File: config.mk
export PLATFORM = sky130hd
export DESIGN_NAME = countdown_timer_3_bit
export DESIGN_NICKNAME = d
export VERILOG_FILES = /design/src/rtl/countdown_timer_3_bit_pkg.sv /design/src/rtl/countdown_timer_3_bit_decrementer.sv /design/src/rtl/countdown_timer_3_bit.sv
export SDC_FILE = /design/constraint.sdc
export NUM_CORES = 1
export LEC_CHECK = 0
export ABC_AREA = 1
export BUFFER_PORTS_ARGS = -buffer_cell sky130_fd_sc_hd__buf_2
export CORE_AREA = 10 10 47 49
export DETAILED_ROUTE_END_ITERATION = 8
export DIE_AREA = 0 0 57 59
export GPL_ROUTABILITY_DRIVEN = 0
export GPL_TIMING_DRIVEN = 0
export PLACE_DENSITY_LB_ADDON = 0.05
export SETUP_SLACK_MARGIN = 0.15
export SLEW_MARGIN = 5
export SYNTH_ARGS = -nofsm -noshare
export SYNTH_HDL_FRONTEND = slang
export SYNTH_SLANG_ARGS = --single-unit
File: constraint.sdc
create_clock -name clk -period 2.6 [get_ports clk]
set_clock_uncertainty 0.2 [all_clocks]
set_input_delay 0.26 -clock clk [delete_from_list [all_inputs] [get_ports clk]]
set_output_delay 0.26 -clock clk [all_outputs]
set_load 0.005 [all_outputs]
File: src/rtl/countdown_timer_3_bit_pkg.sv
// -----------------------------------------------------------------------------
// countdown_timer_3_bit_pkg
//   Shared definitions for the countdown timer slice.
//   - state_t : controller state encoding (2 bits).
//               ST_IDLE = 2'd0, ST_COUNT = 2'd1, ST_DONE = 2'd2.
//   - ST_W    : width of the state encoding.
// -----------------------------------------------------------------------------
package countdown_timer_3_bit_pkg;

    localparam int ST_W = 2;

    typedef enum logic [ST_W-1:0] {
        ST_IDLE  = 2'd0,
        ST_COUNT = 2'd1,
        ST_DONE  = 2'd2
    } state_t;

endpackage : countdown_timer_3_bit_pkg

File: src/rtl/countdown_timer_3_bit_decrementer.sv
// -----------------------------------------------------------------------------
// decrementer_3_bit
//   Combinational 3-bit decrement (value_m1 = value - 1), written as an
//   explicit ripple-borrow chain so it reads as the mirror image of the
//   3-bit incrementer.
//
//   Ports:
//     value     in   3   operand
//     value_m1  out  3   operand minus one (wraps 0 -> 7; callers avoid 0)
// -----------------------------------------------------------------------------
module decrementer_3_bit (
    input  logic [2:0] value,
    output logic [2:0] value_m1
);

    // Bit 0 always flips; a higher bit flips only when every lower bit is 0,
    // i.e. when a borrow ripples up to it.
    assign value_m1[0] = ~value[0];
    assign value_m1[1] = value[1] ~^ value[0];
    assign value_m1[2] = value[2] ^ (~value[1] & ~value[0]);

endmodule : decrementer_3_bit

File: src/rtl/countdown_timer_3_bit.sv
// -----------------------------------------------------------------------------
// countdown_timer_3_bit
//   Loadable down-counter used to time multi-cycle waits (e.g. memory latency
//   stalls). A start request loads a cycle count; the timer then counts down
//   once per cycle, reports busy while counting and pulses done for one cycle
//   when the count reaches zero.
//
//   Handshake: start is a single-cycle request, honoured only in IDLE or DONE
//   (ignored while busy). There is no ready; the caller observes busy/done.
//   abort has priority over start (and over hold when present).
//
//   Parameters:
//     WIDTH        count width (3 uses the ripple decrementer sub-module)
//     AUTO_RELOAD  1 = on reaching zero, reload the last load value and
//                  keep counting
//
//   Ports:
//     clk          in   1      clock, rising edge
//     rst_n        in   1      asynchronous active-low reset
//     start        in   1      load request
//     load_value   in   WIDTH  number of cycles to wait
//     abort        in   1      cancel; back to IDLE without a done pulse
//     hold         in   1      (COUNTDOWN_HOLD_EN only) freeze while counting
//     count        out  WIDTH  remaining count (registered)
//     busy         out  1      high while counting (registered)
//     done         out  1      one-cycle completion pulse (registered)
//     dbg_state    out  2      current controller state, for observation
//
//   Build option:
//     COUNTDOWN_HOLD_EN  adds the hold input; without it hold is tied low.
// -----------------------------------------------------------------------------
module countdown_timer_3_bit
    import countdown_timer_3_bit_pkg::*;
#(
    parameter int WIDTH       = 3,
    parameter bit AUTO_RELOAD = 1'b0
) (
    input  logic             clk,
    input  logic             rst_n,
    input  logic             start,
    input  logic [WIDTH-1:0] load_value,
    input  logic             abort,
`ifdef COUNTDOWN_HOLD_EN
    input  logic             hold,
`endif
    output logic [WIDTH-1:0] count,
    output logic             busy,
    output logic             done,
    output state_t           dbg_state
);

    state_t           state_q;
    state_t           state_d;
    logic [WIDTH-1:0] count_d;
    logic [WIDTH-1:0] reload_q;
    logic [WIDTH-1:0] reload_d;
    logic [WIDTH-1:0] count_dec;
    logic             hold_w;

`ifdef COUNTDOWN_HOLD_EN
    assign hold_w = hold;
`else
    assign hold_w = 1'b0;
`endif

    // Decrement path: ripple-borrow sub-module for the native 3-bit width,
    // plain subtract for any other width.
    generate
        if (WIDTH == 3) begin : g_dec3
            decrementer_3_bit u_dec (
                .value    (count),
                .value_m1 (count_dec)
            );
        end else begin : g_dec_inline
            assign count_dec = count - WIDTH'(1);
        end
    endgenerate

    // Next-state / next-count logic.
    always_comb begin
        state_d  = state_q;
        count_d  = count;
        reload_d = reload_q;

        if (abort) begin
            state_d = ST_IDLE;
            count_d = '0;
        end else begin
            case (state_q)
                ST_IDLE, ST_DONE: begin
                    if (start) begin
                        // A zero load completes immediately: straight to DONE.
                        count_d  = load_value;
                        reload_d = load_value;
                        state_d  = (load_value != '0) ? ST_COUNT : ST_DONE;
                    end else if ((state_q == ST_DONE) && AUTO_RELOAD) begin
                        // A zero reload value parks in DONE, keeping done high.
                        if (reload_q != '0) begin
                            count_d = reload_q;
                            state_d = ST_COUNT;
                        end else begin
                            count_d = '0;
                            state_d = ST_DONE;
                        end
                    end else begin
                        state_d = ST_IDLE;
                    end
                end

                ST_COUNT: begin
                    if (!hold_w) begin
                        // Only decrement a non-zero count so it never wraps.
                        if (count != '0) begin
                            count_d = count_dec;
                            state_d = (count_dec == '0) ? ST_DONE : ST_COUNT;
                        end else begin
                            count_d = '0;
                            state_d = ST_DONE;
                        end
                    end
                end

                default: begin
                    state_d = ST_IDLE;
                    count_d = '0;
                end
            endcase
        end
    end

    // State, count, reload and decoded status registers.
    always_ff @(posedge clk or negedge rst_n) begin
        if (!rst_n) begin
            state_q  <= ST_IDLE;
            count    <= '0;
            reload_q <= '0;
            busy     <= 1'b0;
            done     <= 1'b0;
        end else begin
            state_q  <= state_d;
            count    <= count_d;
            reload_q <= reload_d;
            busy     <= (state_d == ST_COUNT);
            done     <= (state_d == ST_DONE);
        end
    end

    assign dbg_state = state_q;

endmodule : countdown_timer_3_bit

==> metrics.csv <==
metric,value,unit
gr-total-overflow,0,
grtUsageMet3,3.433,%
synth-seq-area-share,44.44,%
die_w,57,um
vdd_ir_drop_max,0.4097,mV
switchingPower,0.00008642,W
p_leak,0.2907,nW
status,finished clean,
power,0.0002897,W
min_period,1.462,ns
ant_nets,0,
maxSlewViolCount,0,
layout_commonest_cell,nand2_1,
critPathKind,register to register,
wl_per_cell,11.44,um
ff_latch_area,175.2,um2
post-route-period-util,56.24,%
antenna_found_initial,0,
filler_cell_count,166,
worstMarginPinSlew,0.2321,ns
yosys_register_bits,7,
cts_sinks,7,
dr.first_iter.drc_count,5,
clockPowerShare,33.6,%
grt_start_max_net_pins,8,
worst-path-max-fanout,5,
grt_use_met1,7.412,%
drive_gt1_share,26.76,%
routed_wirelength,995,um
p_comb_share,22.5,%
area_growth_syn_to_layout,30.79,%
numCtsBuffers,3,
p_seq_share,44.0,%
dr_total_vias,385,
crit_required,2.53,ns
hold_path.class,primary input to register,
path_clk_slew,0.05,ns
grt_pass1_wl,1669,um
cts_buffer_depth,2,
core_area,0.001401,mm2
swShare,29.83,%
grt_usage,6.449,%
rsz0062_at_grt,no,
yosys_warnings,0,
finalHoldViolations,0,
clock_latency,0.25,ns
antenna_cells,0,
powerDensity,562.0,mW/mm2
nNetsFinal,81,
grt_util_met2,9.147,%
io_buffers,13,
cp.arrival,1.39,ns
final_cell_mix,"18 x nand2_1, 13 x buf_2, 7 x inv_1, 7 x dfrtp_1, 5 x nand3_1",
root_buffer,clkbuf_4,
setup_tns,0,ns
worst_setup_path_start_kind,register,
die_y,59,um
htreeDepth,1,
synth_area_per_cell,7.436,um2
setup_viol,0,
multi_input_comb_area,188.9,um2
max-slew-margin-rel,84.44,%
final_util,36.79,%
initial_core_util,28.13,%
dr.pass1.iters,2,
grt_pass1_vias,373,
drc,0,
cts_tree,yes,
p_int,0.0002033,W
r2r_slack,1.14,ns
synth_area,394.1,um2
grt_busiest_layer,met2,
std_cell_rows,14,
avgViaCountPerCell,4.425,
dieArea,0.003363,mm2
synthCells,53,
dp_hpwl,850.6,um
clock.fmax,683.8,MHz
cts_resized,0,
end_kind,register,
synth_fp_nets,62,
ys_types,11,
drv_cap,0,
num_io_pins,14,
synth_stat cells, drive strengths merged:
cell type  number  area, um2
a21oi           4      20.02
nand2          18      67.56
nand3           5      25.02
ha              2      25.02
dfrtp           7      175.2
inv             8      30.03
o21ai           3      15.01
nor2            5      26.27
nor3            1      10.01
layer usage:
layer | wire length [um] | part of all wire, % | vias up
li1 | - | - | 203
met1 | 469 | 47 | 168
met2 | 440 | 44 | 12
met3 | 65 | 6.5 | 2
met4 | 19 | 1.9 | 0
met5 | 0 | 0 | -
registers in the layout, summed over array words and instances, names as in the netlist:
name,count
busy,1
count,3
dbg_state,2
done,1
worst max-delay path: stages, from the launching register on:
cell and delay, ns:
dfrtp_1 0.42, nor2_1 0.16, ha_1 0.24, nand3_1 0.11, nand2_1 0.06, nand2_1 0.08
a21oi_1 0.07
through the flow:
stage,instances,area (um2),worst slack [ns],hold slack [ns]
final,87,515.5,1.138,0.04879
after global routing,87,515.5,1.016,0.04343
after CTS,87,515.5,1.127,0.03837
after detailed placement,82,479.2,1.141,-0.09720
after global placement,82,479.2,1.147,-0.1017
after floorplan,53,394.1,1.251,-0.2356
final cells by class:
class,count,area share (%)
multi-input combinational,38,36.65
tap,16,3.883
inverter,8,5.825
sequential,7,33.98
timing repair buffer,14,14.56
clock buffer,4,5.097
power by group through the flow:
stage / logic (W) / registers, W / clock network [W]
detailed placement: 0.0000657 / 0.000130 / 0
floorplan: 0.0000375 / 0.000129 / 0
CTS: 0.0000672 / 0.000128 / 0.000103
global placement: 0.0000657 / 0.000130 / 0
global route: 0.0000769 / 0.000129 / 0.000114
finish: 0.0000651 / 0.000127 / 0.0000973
path summary, 6_finish.rpt:
kind / start / end / depth (start not counted)
min in group asynchronous: rst_n / count[2] / 2
max in group asynchronous: rst_n / dbg_state[0] / 2
worst min-delay path: abort / dbg_state[0] / 2
worst min register to register: count[1] / count[1] / 2
worst max register to register: count[1] / done / 6
worst max-delay path: count[1] / done / 6
cells by family after synthesis:
| group | Yosys count | share of synthesized area [%] |
|---|---|---|
| AOI/OAI and AO/OA | 7 | 8.888 |
| adders and majority gates | 2 | 6.348 |
| DFF | 7 | 44.44 |
| buffers and inverters | 8 | 7.619 |
| and+or+nand+nor | 29 | 32.69 |
repair_timing:
item                                   in CTS  in global routing
setup buffers                               0                  0
endpoints found under the hold margin       7                  0
hold buffers                                1                  0
No activity file was read; power rests on OpenSTA's default activity.
